[config.mk]
export PLATFORM = sky130hd
export DESIGN_NAME = get_lookup_fsm
export DESIGN_NICKNAME = d
export VERILOG_FILES = /design/src/rtl/get_lookup_fsm.sv
export SDC_FILE = /design/constraint.sdc
export NUM_CORES = 1
export LEC_CHECK = 0
export CAP_MARGIN = 20
export CORE_MARGIN = 2
export CORE_UTILIZATION = 37
export CTS_CLUSTER_SIZE = 24
export DETAILED_ROUTE_END_ITERATION = 7
export PLACE_DENSITY = 0.84
export SLEW_MARGIN = 20
export SYNTH_ARGS = -nofsm -noshare
export SYNTH_HDL_FRONTEND = slang
export SYNTH_SLANG_ARGS = --single-unit
export TNS_END_PERCENT = 100
[constraint.sdc]
create_clock -name clk -period 2.1 [get_ports clk]
set_clock_uncertainty 0.15 [all_clocks]
set_input_delay 0.315 -clock clk [delete_from_list [all_inputs] [get_ports clk]]
set_output_delay 0.315 -clock clk [all_outputs]
set_load 0.05 [all_outputs]
[src/rtl/get_lookup_fsm.sv]
// GET sub-FSM for the cache controller: latches a key, resolves the entry match vector,
// issues one value-store read with a timeout and reports hit, miss or error.
module get_lookup_fsm #(
    parameter int unsigned NUM_ENTRIES   = 16,
    parameter int unsigned KEY_W         = 32,
    parameter int unsigned VAL_W         = 64,
    parameter int unsigned TIMEOUT       = 8,
    parameter bit          MULTI_HIT_ERR = 1'b1,
    localparam int unsigned IDX_W        = $clog2(NUM_ENTRIES)
) (
    input  logic                   clk,
    input  logic                   rst_n,
    input  logic                   en,
    input  logic                   enter,
    input  logic [KEY_W-1:0]       key_i,
    output logic [KEY_W-1:0]       key_o,
    input  logic [NUM_ENTRIES-1:0] hit_vec_i,
    output logic                   rd_en_o,
    output logic [IDX_W-1:0]       rd_idx_o,
    input  logic                   rd_valid_i,
    input  logic [VAL_W-1:0]       rd_data_i,
    output logic [VAL_W-1:0]       value_o,
    output logic                   busy_o,
    output logic                   done_o,
    output logic                   hit_o,
    output logic                   miss_o,
    output logic                   err_o
);

    localparam int unsigned TMR_W = $clog2(TIMEOUT + 1);
    localparam logic [TMR_W-1:0] TMR_LAST = TMR_W'(TIMEOUT - 1);

    typedef enum logic [2:0] {
        ST_IDLE,
        ST_MATCH,
        ST_READ,
        ST_WAIT,
        ST_DONE
    } state_t;

    state_t            state_q, state_d;
    logic [KEY_W-1:0]  key_q, key_d;
    logic [IDX_W-1:0]  idx_q, idx_d;
    logic [TMR_W-1:0]  timer_q, timer_d;
    logic              drain_q, drain_d;
    logic [VAL_W-1:0]  value_q, value_d;
    logic              hit_q, hit_d;
    logic              miss_q, miss_d;
    logic              err_q, err_d;
    logic              rd_en_c;

    logic [IDX_W-1:0]  low_idx;
    logic              multi_hit;
    logic              accept;

    // Lowest set index of the match vector; more than one bit set flags a multi-hit.
    always_comb begin
        low_idx = '0;
        for (int i = NUM_ENTRIES - 1; i >= 0; i--) begin
            if (hit_vec_i[i]) begin
                low_idx = IDX_W'(i);
            end
        end
    end

    assign multi_hit = |(hit_vec_i & (hit_vec_i - NUM_ENTRIES'(1)));

    // A response belongs to the current read only when no stale read is pending.
    assign accept = (state_q == ST_WAIT) && rd_valid_i && !drain_q;

    // Next-state and datapath updates; enter overrides en.
    always_comb begin
        state_d = state_q;
        key_d   = key_q;
        idx_d   = idx_q;
        timer_d = timer_q;
        drain_d = drain_q;
        value_d = value_q;
        hit_d   = hit_q;
        miss_d  = miss_q;
        err_d   = err_q;
        rd_en_c = 1'b0;

        // Stale response from an aborted or timed-out read is swallowed in any state.
        if (drain_q && rd_valid_i) begin
            drain_d = 1'b0;
        end

        if (enter) begin
            state_d = ST_MATCH;
            key_d   = key_i;
            value_d = '0;
            hit_d   = 1'b0;
            miss_d  = 1'b0;
            err_d   = 1'b0;
            timer_d = '0;
            if ((state_q == ST_WAIT) && !accept) begin
                drain_d = 1'b1;
            end
        end else if (en) begin
            unique case (state_q)
                ST_IDLE: begin
                    state_d = ST_IDLE;
                end
                ST_MATCH: begin
                    if (hit_vec_i == '0) begin
                        miss_d  = 1'b1;
                        state_d = ST_DONE;
                    end else if (multi_hit && MULTI_HIT_ERR) begin
                        err_d   = 1'b1;
                        state_d = ST_DONE;
                    end else begin
                        idx_d   = low_idx;
                        state_d = ST_READ;
                    end
                end
                ST_READ: begin
                    rd_en_c = 1'b1;
                    timer_d = '0;
                    state_d = ST_WAIT;
                end
                ST_WAIT: begin
                    if (accept) begin
                        value_d = rd_data_i;
                        hit_d   = 1'b1;
                        state_d = ST_DONE;
                    end else if (timer_q == TMR_LAST) begin
                        err_d   = 1'b1;
                        drain_d = 1'b1;
                        state_d = ST_DONE;
                    end else begin
                        timer_d = timer_q + TMR_W'(1);
                    end
                end
                ST_DONE: begin
                    state_d = ST_IDLE;
                end
                default: begin
                    state_d = ST_IDLE;
                end
            endcase
        end
    end

    // State and capture registers.
    always_ff @(posedge clk or negedge rst_n) begin
        if (!rst_n) begin
            state_q <= ST_IDLE;
            key_q   <= '0;
            idx_q   <= '0;
            timer_q <= '0;
            drain_q <= 1'b0;
            value_q <= '0;
            hit_q   <= 1'b0;
            miss_q  <= 1'b0;
            err_q   <= 1'b0;
        end else begin
            state_q <= state_d;
            key_q   <= key_d;
            idx_q   <= idx_d;
            timer_q <= timer_d;
            drain_q <= drain_d;
            value_q <= value_d;
            hit_q   <= hit_d;
            miss_q  <= miss_d;
            err_q   <= err_d;
        end
    end

    assign key_o    = key_q;
    assign rd_en_o  = rd_en_c;
    assign rd_idx_o = idx_q;
    assign value_o  = value_q;
    assign hit_o    = hit_q;
    assign miss_o   = miss_q;
    assign err_o    = err_q;
    assign busy_o   = (state_q == ST_MATCH) || (state_q == ST_READ) || (state_q == ST_WAIT);
    assign done_o   = (state_q == ST_DONE);

endmodule

# Word level (Yosys, flattened, before mapping)
# Index checks and enable logic that the tools add are counted.
[word_totals] reg_bits=111 input_bits=117 word_cells=106 output_inout_bits=106
[op_classes] eq_ne=11 mux=57 addsub=2 bitwise_logic=4 reduce_logical=23
[op_table] op="$mux 64" n=4
[op_table] op="$mux 4" n=20
[op_table] op="$mux 1" n=24
[op_table] op="$mux 3" n=6
[op_table] op="$and 16x16->16" n=1
[op_table] op="$logic_not 16->1" n=1
[op_table] op="$reduce_or 16->1" n=1
[op_table] op="$sub 16x1->16 const B" n=1
[op_table] op="$ne 3x3->1 const B" n=4
[op_table] op="$reduce_bool 2->1" n=5
[op_table] op="$pmux 3 s3" n=1
[op_table] op="$pmux 4 s2" n=1
[op_table] op="$eq 3x2->1 const B" n=2
[op_table] op="$reduce_and 3->1" n=2
[op_table] op="$reduce_and 6->1" n=1
[op_table] op="$reduce_bool 3->1" n=2
[op_table] op="$reduce_and 5->1" n=1
[op_table] op="$add 4x1->4 const B" n=1
[op_table] op="$eq 4x3->1 const B" n=1
[op_table] op="$logic_and 1x1->1" n=4
[op_table] op="$ne 4x3->1 const B" n=1
[op_table] op="$reduce_and 4->1" n=1
[op_table] op="$eq 3x1->1 const B" n=1
[op_table] op="$eq 3x3->1 const B" n=1
[op_table] op="6 further kinds" n=10

# Longest topological paths before layout
[depth] ltp_word=16 ltp_mapped=8 mapped_depth_nobuf=7

# Worst setup path after synthesis
# No wires, ideal clock.
[synth_path] path_type="in2reg" from="input hit_vec_i[6]" to="register idx_q[0] (netlist: rd_idx_o[0])" stages=8 setup_time_ns=0.125 n_path_buf=2 arrival_ns=2.370 path_slack_ns=-0.545 required_time_ns=1.825 cell_sequence="buf_6 -> or4_4 -> buf_6 -> o41ai_2 -> o311ai_1 -> nor4_4 -> nand3_4 -> mux2_4"
[synth_between] elab_chain_len=7 elab_cells_between_ends=14 classes_between="add/sub (1); mux (7); bitwise (3); reduce/logical (3)"
[synth_lines] item="start, declared" line_no="17" source="input logic [NUM_ENTRIES-1:0] hit_vec_i,"
[synth_lines] item="branches (longest 7 deep; another with $sub 16x1->16)"
[synth_lines] item="end signal, assigned" line_no="160" source="idx_q <= idx_d;"
[synth_lines] item="end, declared" line_no="43" source="logic [IDX_W-1:0] idx_q, idx_d;"
# Parallel ways; which one is timed is not known.
# A chain may end at the register's enable or synchronous reset.

# Worst setup path after layout
[layout_path] from="input hit_vec_i[7]" to="register idx_q[1] (netlist: rd_idx_o[1])"
[layout_between] elab_chain_len=8 elab_cells_between_ends=15 classes_between="add/sub (1); mux (8); bitwise (3); reduce/logical (3)"
[layout_lines] item="branches (longest 8 deep; another with $sub 16x1->16)"
# Parallel ways; which one is timed is not known.

==> out/qor.csv <==
stage,metric,value,unit
run_status,outcome,finished with violations,
run_status,failing checks,negative setup slack,
worst_setup_path,crit path launch,hit_vec_i[7],
synthesis,Syn Inst Count,343,
die,Die Y,115,um
synthesis,Synth area leader,dfrtp_1,
placed_design,I/O Buffers,222,
route,Routed Antenna Nets,0,
min_path,class of the worst hold path,reg2reg,
synthesis,post-synth top area share,61.0,%
sta,Highest Clock Rate,0.440,GHz
route,WL/cell,17.4,um
worst_setup_path,"Data arrival, critical path",2340,ps
cts,clock slew at reported path FFs,70,ps
synthesis,number of flops mapped to enable cells by yosys,0,
route,via count,3928,
sta,final worst setup slack,-172,ps
power_and_ir_drop,VDD IR-drop max,315,uV
worst_setup_path,Worst setup SP type,input pin,
global_routing,Overflow after GRT,0,
power_and_ir_drop,Leak,3.38,nW
route,Initial DRC Count,165,
cells_and_area,Layout Cells excl Fill,757,
cts,Clk Tree Root Cell,clkbuf_16,
worst_setup_path,Slowest cell on crit path,or4_4,
worst_setup_path,Levels on crit path,9,
sta,"Hold Violations, Final",0,
die,die area,13200,um2
die,IO Pins,223,
global_routing,initial antenna violation count,0,
synthesis,YS warnings,0,
die,Die Span X,115,um
worst_setup_path,Critical R2R Launch,state_q[1]$_DFFE_PN0P_,
synthesis,synthesized flop and latch total,111,
power_and_ir_drop,Tot Pwr,4.72,mW
cells_and_area,"most common cell after layout, fill and taps aside",clkdlybuf4s50_1,
sta,RSZ-0062 raised after global routing,yes,
sta,Final setup viols,6,
worst_setup_path,worst flop-to-flop path endpoint,rd_idx_o[1]$_DFFE_PN0P_,
global_routing,Tot GR Track Use,19.6,%
die,core box area,12000,um2
worst_setup_path,"reg-to-reg slack, setup",70,ps
placed_design,placed cells,734,
worst_setup_path,CP Capture Type,register,
global_routing,vias in the first global route,4116,
cells_and_area,fin nets,724,
cells_and_area,most frequent cells in the layout,"202 x clkdlybuf4s50_1, 111 x dfrtp_1, 64 x a22o_1",
route,routed wire length,13200,um
synthesis,ys flop type,dfrtp_1,
worst_setup_path,max incr delay on CP,600,ps
cells_and_area,Final Core Density,63.7,%
placed_design,DP HPWL,9620,um
route,DRT Pass-1 Iters,4,
job,max cap viols,0,
die,Initial Utilization,37.9,%
sta,crit share post-route,108,%
worst_setup_path,worst setup path endpoint,rd_idx_o[1]$_DFFE_PN0P_,
placed_design,gpl congestion,0.864,
worst_setup_path,WP data required,2170,ps
die,row cnt,40,
synthesis,asr flop ratio synth,100,%
synthesis,synth top area cells,"dfrtp_1 61%, a22o_1 12%, mux2_2 8.2%",
global_routing,global-route wire length before repair,20300,um
worst_setup_path,Most common cell on crit path,buf_6,
power_and_ir_drop,PD cells,617,nW/um2
cts,clk sink count,111,
worst_setup_path,crit path max fanout,5,
cts,clock tree buffer depth,2,
cts,CTS HTree Levels,3,
cells_and_area,# diodes,0,
route,# DRC,0,
global_routing,largest net degree at the start of global routing,112,
worst_setup_path,Crit Path Category,in2reg,
cells_and_area,ratio of cells with drive above 1 in the final layout,22.3,%
worst_setup_path,cell family with most CP delay,simple AND/OR/NAND/NOR gates,
synthesis,Synth Cell Area,4550,um2
synthesis,sequential share of the synthesized area,61.0,%
cells_and_area,area grow syn2layout,68.0,%
route,via/cell ratio,5.19,
synthesis,Yosys cell types,49,
cts,CTS tree,done,
sta,fin crit period,2270,ps
cts,total clock buffers created by CTS,9,
sta,max_slew headroom,61.5,%
synthesis,Syn Nets,461,
synthesis,Avg Inst Size Synth,13.3,um2
worst_setup_path,CP Buf/Inv Count,3,
worst_setup_path,Reg2Reg Depth,6,
sta,worst slew pin tran,578,ps
cts,latest clock arrival within the worst-skew pair,340,ps
sta,max-slew violations,0,
worst_setup_path,CP Cell Sequence,"buf_6, or4_4, buf_6, o31ai_4, o2111ai_2, nor4_4, buf_4, nand3_4, mux2_4",
layout make-up:
type | count | area, um2
clock buffers | 11 | 243
clock inverters | 4 | 30.0
fillers | 950 | 4360
inverters | 7 | 26.3
multi-input cells | 204 | 1780
flip-flops and latches | 111 | 2780
well taps | 147 | 184
repair buffers | 273 | 2610
how the worst min path moves through the flow:
stage	startpoint	endpoint	cells after the start
final	value_o[57]$_DFFE_PN0P_	value_o[57]$_DFFE_PN0P_	1
after CTS	value_o[57]$_DFFE_PN0P_	value_o[57]$_DFFE_PN0P_	1
after floorplan	rst_n	drain_q$_DFF_PN0_	0
after global placement	rst_n	key_o[8]$_DFFE_PN0P_	2
after detailed placement	rst_n	key_o[8]$_DFFE_PN0P_	2
after global routing	value_o[43]$_DFFE_PN0P_	value_o[43]$_DFFE_PN0P_	1
power by group:
| group | total, mW | switching, mW | leakage (nW) | internal, mW |
|---|---|---|---|---|
| sequential | 2.24 | 0.0343 | 1.47 | 2.20 |
| clock | 1.58 | 0.742 | 0.132 | 0.838 |
| combinational | 0.900 | 0.480 | 1.78 | 0.420 |
Yosys cell counts, types with 3 or more instances:
master	number
dfrtp_1	111
a22o_1	64
mux2_2	33
clkbuf_1	18
nor2_1	17
a21oi_1	13
inv_1	7
nand2_1	6
nor4_1	6
o21ai_0	5
o31ai_1	5
a211oi_1	4
nor2b_1	4
nor3_1	4
buf_6	3
nand2b_1	3
kinds of logic after synthesis:
group | synth area share (%)
buf+inv | 2.80
xor+xnor | 0.385
mux | 9.04
compound gates | 18.4
simple gates | 8.05
fa+ha+maj | 0.275
flops | 61.0
flip-flops by register name, summed over array words and instances, names as in the netlist:
| signal | cells |
|---|---|
| value_o | 64 |
| key_o | 32 |
| rd_idx_o | 4 |
| timer_q | 4 |
| state_q | 3 |
| drain_q | 1 |
| err_o | 1 |
| hit_o | 1 |
| miss_o | 1 |
metal layers:
metal	track usage [%]	vias up	part of all wire [%]
met5	0	-	0
met4	9.08	0	3.1
met3	4.27	29	6.1
met2	32.8	154	50
met1	24.4	1921	41
li1	-	1824	-
metrics by stage:
step           TNS [ps]  hold slack [ps]  area (um2)  setup WS, ps
2_1_floorplan     -1710             -131        4570          -410
4_1_cts            -675              359        7600          -158
6_report           -622              354        7650          -172
5_1_grt            -964              365        7650          -212
3_5_place_dp     -13710              293        7250          -808
3_3_place_gp      -9440              282        7250          -800
timing repair:
action,CTS,global route
pin swaps,10,6
hold buffers,1,0
setup endpoints to repair,8,8
setup buffers,4,3
gates resized for setup,57,7
endpoints found under the hold margin,111,0
Power figures use the tool's default switching activity.
==> variant 1, RTL diff (config.mk and constraints unchanged) <==
Put a register stage on the outputs `rd_en_o`, `busy_o` and `done_o`. The values now appear one clock later. The other outputs are not delayed to match.
--- a/src/rtl/get_lookup_fsm.sv
+++ b/src/rtl/get_lookup_fsm.sv
@@ -170,3 +170,2 @@
     assign key_o    = key_q;
-    assign rd_en_o  = rd_en_c;
     assign rd_idx_o = idx_q;
@@ -176,4 +175,7 @@
     assign err_o    = err_q;
-    assign busy_o   = (state_q == ST_MATCH) || (state_q == ST_READ) || (state_q == ST_WAIT);
-    assign done_o   = (state_q == ST_DONE);
+    always_ff @(posedge clk) begin
+        rd_en_o <= rd_en_c;
+        busy_o  <= (state_q == ST_MATCH) || (state_q == ST_READ) || (state_q == ST_WAIT);
+        done_o  <= (state_q == ST_DONE);
+    end
 
Behaviour: not the same (a bounded check fails within 4 cycles, from zero or initial values and one cycle with rst_n low).
==> variant 1 against the original RTL <==
- fmax rose by 9.1%
- routed wire length grew 0.97%
- critical path type unchanged
- area after synthesis is 1.6% higher
- final area up 4.5%
- highest routed layer unchanged
- total power grew 23%
- sequential cell count grew 3
- core utilization is 2.3 points higher
- setup slack gained 0.19 ns
- first-iteration DRC count rose by 54%
- sequential power rose by 3%
- register-to-register slack gained 0.27 ns
- sequential share of layout area is 0.80 points lower
==> variant 1: results (changes against the original RTL) <==
outcome=complete, no violations; detailed router's first-iteration violation count=254 (+54%); via count=3,991 (+1.6%); Slew headroom=0.619 (+0.00470); Seq. cell area=2840 um2 (+2.2%); first-pass GRT wire length=20.3 mm (+0.20%); dpl cells=759 (+3.4%); top cells by area, synth=dfrtp_1 (60%), a22o_1 (12%), mux2_2 (7.8%); GR Util met2=0.329 (+0.00159); Clock transition at path regs=0.05 ns (-0.02 ns); slowest CP cell=or3_4; pre-CTS setup slack=-0.773 ns (+0.0352 ns); largest net degree at the start of global routing=59 (-47%); Inserted Clock Buffers=17 (+8); switching share of power=0.252 (-0.0142); Layout fillers=903 (-4.9%); Max stage delay on crit path=0.41 ns (-0.19 ns); VDD IR max=0.452 mV (+43%); reg2reg end=timer_q[2]; syn avg cell area=13.1 um2 (-1.5%); Worst Hold End=hit_o; WHS=0.103 ns (-0.251 ns); Setup TNS Final=0 ns (+0.622 ns); DR WL met3=848 um (+5.1%); Comb power frac=0.159 (-0.032); WL met2=6.67 mm (+1.1%); met1 Use GR=0.237 (-0.00733); Worst Hold Depth=2 (+1); worst hold path type=input port to flop; Tot Pwr=5.78 mW (+23%); Clock Latency Late Sink=0.40 ns (+0.06 ns); GRT met3 Usage=0.0481 (+0.00542); syn nets=472 (+2.4%); min-delay src=enter; CP Launch Point=hit_vec_i[5]; number of global-route vias before repair=4,110 (-0.15%); fin cells=803 (+6.1%); Post-Route M1 WL=5.48 mm (+2.5%); Commonest cells post-synth=dfrtp_1 (111), a22o_1 (64), mux2_2 (32), nor2_1 (20), a21oi_1 (12); Nets=740 (+2.2%); PostCTS Resize Cnt=32 (-44%); Placed Area=7320 um2 (+0.86%); estimated wirelength of the detail-placed design=9.42 mm (-2.1%); setup slack after layout=0.0176 ns (+0.189 ns); reg2reg setup slack=0.34 ns (+0.27 ns); leakage=3.53 nW (+4.6%); share of layout cells above drive strength 1=0.222 (-0.000904); Clock group=2.56 mW (+62%); crit path max fanout=6 (+1); synth unique cells=46 (-6.1%); sequential share of the synthesized area=0.613 (+0.00325)
-- variant 1: cell count changes after synthesis, sizes merged, moves of 4 or more --
cell | before | now
o31ai | 5 | 1
buf | 3 | 13
a31oi | 0 | 4
nor3 | 4 | 8
clkbuf | 18 | 11
-- variant 1: logic make-up (layout without fill, tap and decap cells) --
kind of cell    after synthesis  count (layout)  share of synthesized area
xor+xnor                      2               2                    0.00379
compound gates              102             102                      0.176
flops                       114             114                      0.613
simple gates                 67              67                     0.0830
buf+inv                      32             313                     0.0300
fa+ha+maj                     1               1                    0.00270
mux                          36              36                     0.0909
-- variant 1: layout make-up --
type	instances	share of cell area
Multi-Input combinational cell	208	0.218
Inverter	8	0.00376
Timing Repair Buffer	273	0.330
Tap cell	168	0.0263
Sequential cell	114	0.355
Clock inverter	6	0.00423
Clock buffer	26	0.0625
==> variant 2, RTL diff (config.mk and constraints unchanged) <==
Without the edit above. The parameter `NUM_ENTRIES` goes from 16 to 64.
--- a/src/rtl/get_lookup_fsm.sv
+++ b/src/rtl/get_lookup_fsm.sv
@@ -3,3 +3,3 @@
 module get_lookup_fsm #(
-    parameter int unsigned NUM_ENTRIES   = 16,
+    parameter int unsigned NUM_ENTRIES   = 64,
     parameter int unsigned KEY_W         = 32,
Interface: changed (resized hit_vec_i and rd_idx_o); port bits go from 223 to 273. The function was not compared with the original's and may differ.
==> variant 2 against the original RTL <==
- the flow still finishes with violations (negative setup slack)
- core utilization is 5.3 points higher
- area after synthesis grew 38%
- sequential cell count grew 2
- total power rose by 33%
- setup slack got worse by 0.66 ns
- final area is 50% higher
- routed wire length increased by 87%
- synthesized cell count grew 110%
==> variant 2: results (changes against the original RTL) <==
outcome=finished, violations left; failing checks=negative setup slack; Clock Latency Late Sink=0.41 ns (+0.07 ns); WHS=0.0573 ns (-0.296 ns); setup slack after layout=-0.836 ns (-0.665 ns); syn nets=879 (+91%); All-Layer GR Usage=0.265 (+0.0686); min-delay src=enter; Post-Route WL=24.6 mm (+87%); share of layout cells above drive strength 1=0.298 (+0.0746); crit path max fanout=6 (+1); reg2reg end=rd_idx_o[4]; estimated wirelength of the detail-placed design=17.7 mm (+84%); reg2reg setup slack=0 ns (-0.07 ns); first-pass GRT wire length=38.0 mm (+87%); sequential share of the synthesized area=0.450 (-0.160); Setup TNS Final=-6.82 ns (-6.20 ns); Worst Hold Depth=2 (+1); synth unique cells=60 (+22%); Slew headroom=0.609 (-0.00550); Placed Area=10,400 um2 (+44%); worst hold path type=input port to flop; detailed router's first-iteration violation count=535 (+220%); VDD IR max=0.703 mV (+120%); largest net degree at the start of global routing=65 (-42%); final setup fails=9 (+3); worst r2r src=state_q[1]; First-pass DRT Iterations=5 (+1); syn avg cell area=8.82 um2 (-34%); Worst Hold End=state_q[0]; PortBufs=272 (+23%); gpl congestion=0.947 (+9.5%); arrival time at the worst endpoint=3.08 ns (+0.74 ns); leakage=5.01 nW (+48%); routed len/inst=17.7 um (+2.1%); Inserted Clock Buffers=17 (+8); Commonest cells post-synth=nand2_1 (159), dfrtp_1 (113), a21oi_1 (90), nor2_1 (57), mux2_2 (32); pre-CTS setup slack=-1.57 ns (-0.765 ns); sw power=1.87 mW (+48%)
## variant 2: changes by cell type after synthesis, sizes merged, moves of 7 or more
cell,before,now
nand2,6,160
nor4,7,28
nand4,1,16
a21oi,13,90
nand3,3,13
inv,7,20
o21ai,5,29
nor3,4,18
a22o,64,0
o31a,0,7
clkbuf,18,27
nor2,17,57
## variant 2: area by class of cell
class	instances	area, um2
fill	1281	5140
clock buffer	17	425
multi-input combinational	547	3580
sequential	113	2830
timing repair buffer	454	4130
clock inverter	15	128
inverter	20	75.1
tap	220	275
## variant 2: critical path, stage by stage
cell,delay [ns]
buf_8,0.10
nor4_4,0.31
buf_4,0.17
nand4_4,0.11
buf_12,0.17
buf_4,0.14
buf_4,0.16
o41ai_2,0.33
o2111ai_2,0.22
nor4_4,0.23
nand2_2,0.12
nor3_4,0.24
buf_12,0.15
mux2_4,0.31
## variant 2: layer usage
metal / GRT usage / wire length (um)
met1: 0.323 / 9600
met2: 0.436 / 12000
met3: 0.0790 / 2100
met4: 0.115 / 920
met5: 0 / 0
## variant 2: power by group through the flow
stage | clock (mW) | combinational, mW | sequential (mW)
2_1_floorplan | 0 | 0.256 | 2.54
5_1_grt | 2.84 | 1.39 | 2.29
6_report | 2.68 | 1.32 | 2.28
3_5_place_dp | 0 | 1.29 | 2.32
3_3_place_gp | 0 | 1.29 | 2.31
4_1_cts | 2.73 | 1.29 | 2.28
## variant 2: cell families (layout without fill, tap and decap cells)
family | after synthesis | in the layout | synth area share
mux | 38 | 38 | 0.0708
buf+inv | 53 | 506 | 0.0340
simple gates | 321 | 321 | 0.259
compound gates | 185 | 185 | 0.181
flops | 113 | 113 | 0.450
fa+ha+maj | 3 | 3 | 0.00517
## variant 2: how the worst max path moves through the flow
stage / startpoint / end / slack [ns] / depth (start not counted)
2_1_floorplan: hit_vec_i[0] / rd_idx_o[0] / -0.99 / 11
3_3_place_gp: hit_vec_i[3] / rd_idx_o[0] / -1.46 / 12
3_5_place_dp: hit_vec_i[3] / rd_idx_o[4] / -1.57 / 12
4_1_cts: hit_vec_i[1] / rd_idx_o[4] / -0.84 / 12
5_1_grt: hit_vec_i[2] / rd_idx_o[5] / -0.93 / 14
6_report: hit_vec_i[2] / rd_idx_o[4] / -0.84 / 14
## variant 2: timing repair
action / in CTS / in global routing
endpoints found under the setup margin: 14 / 22
setup buffers: 20 / 7
gates resized for setup: 157 / 66
hold buffers: 1 / 0
endpoints found under the hold margin: 33 / 0
cloned: 1 / 0
pin swaps: 38 / 38
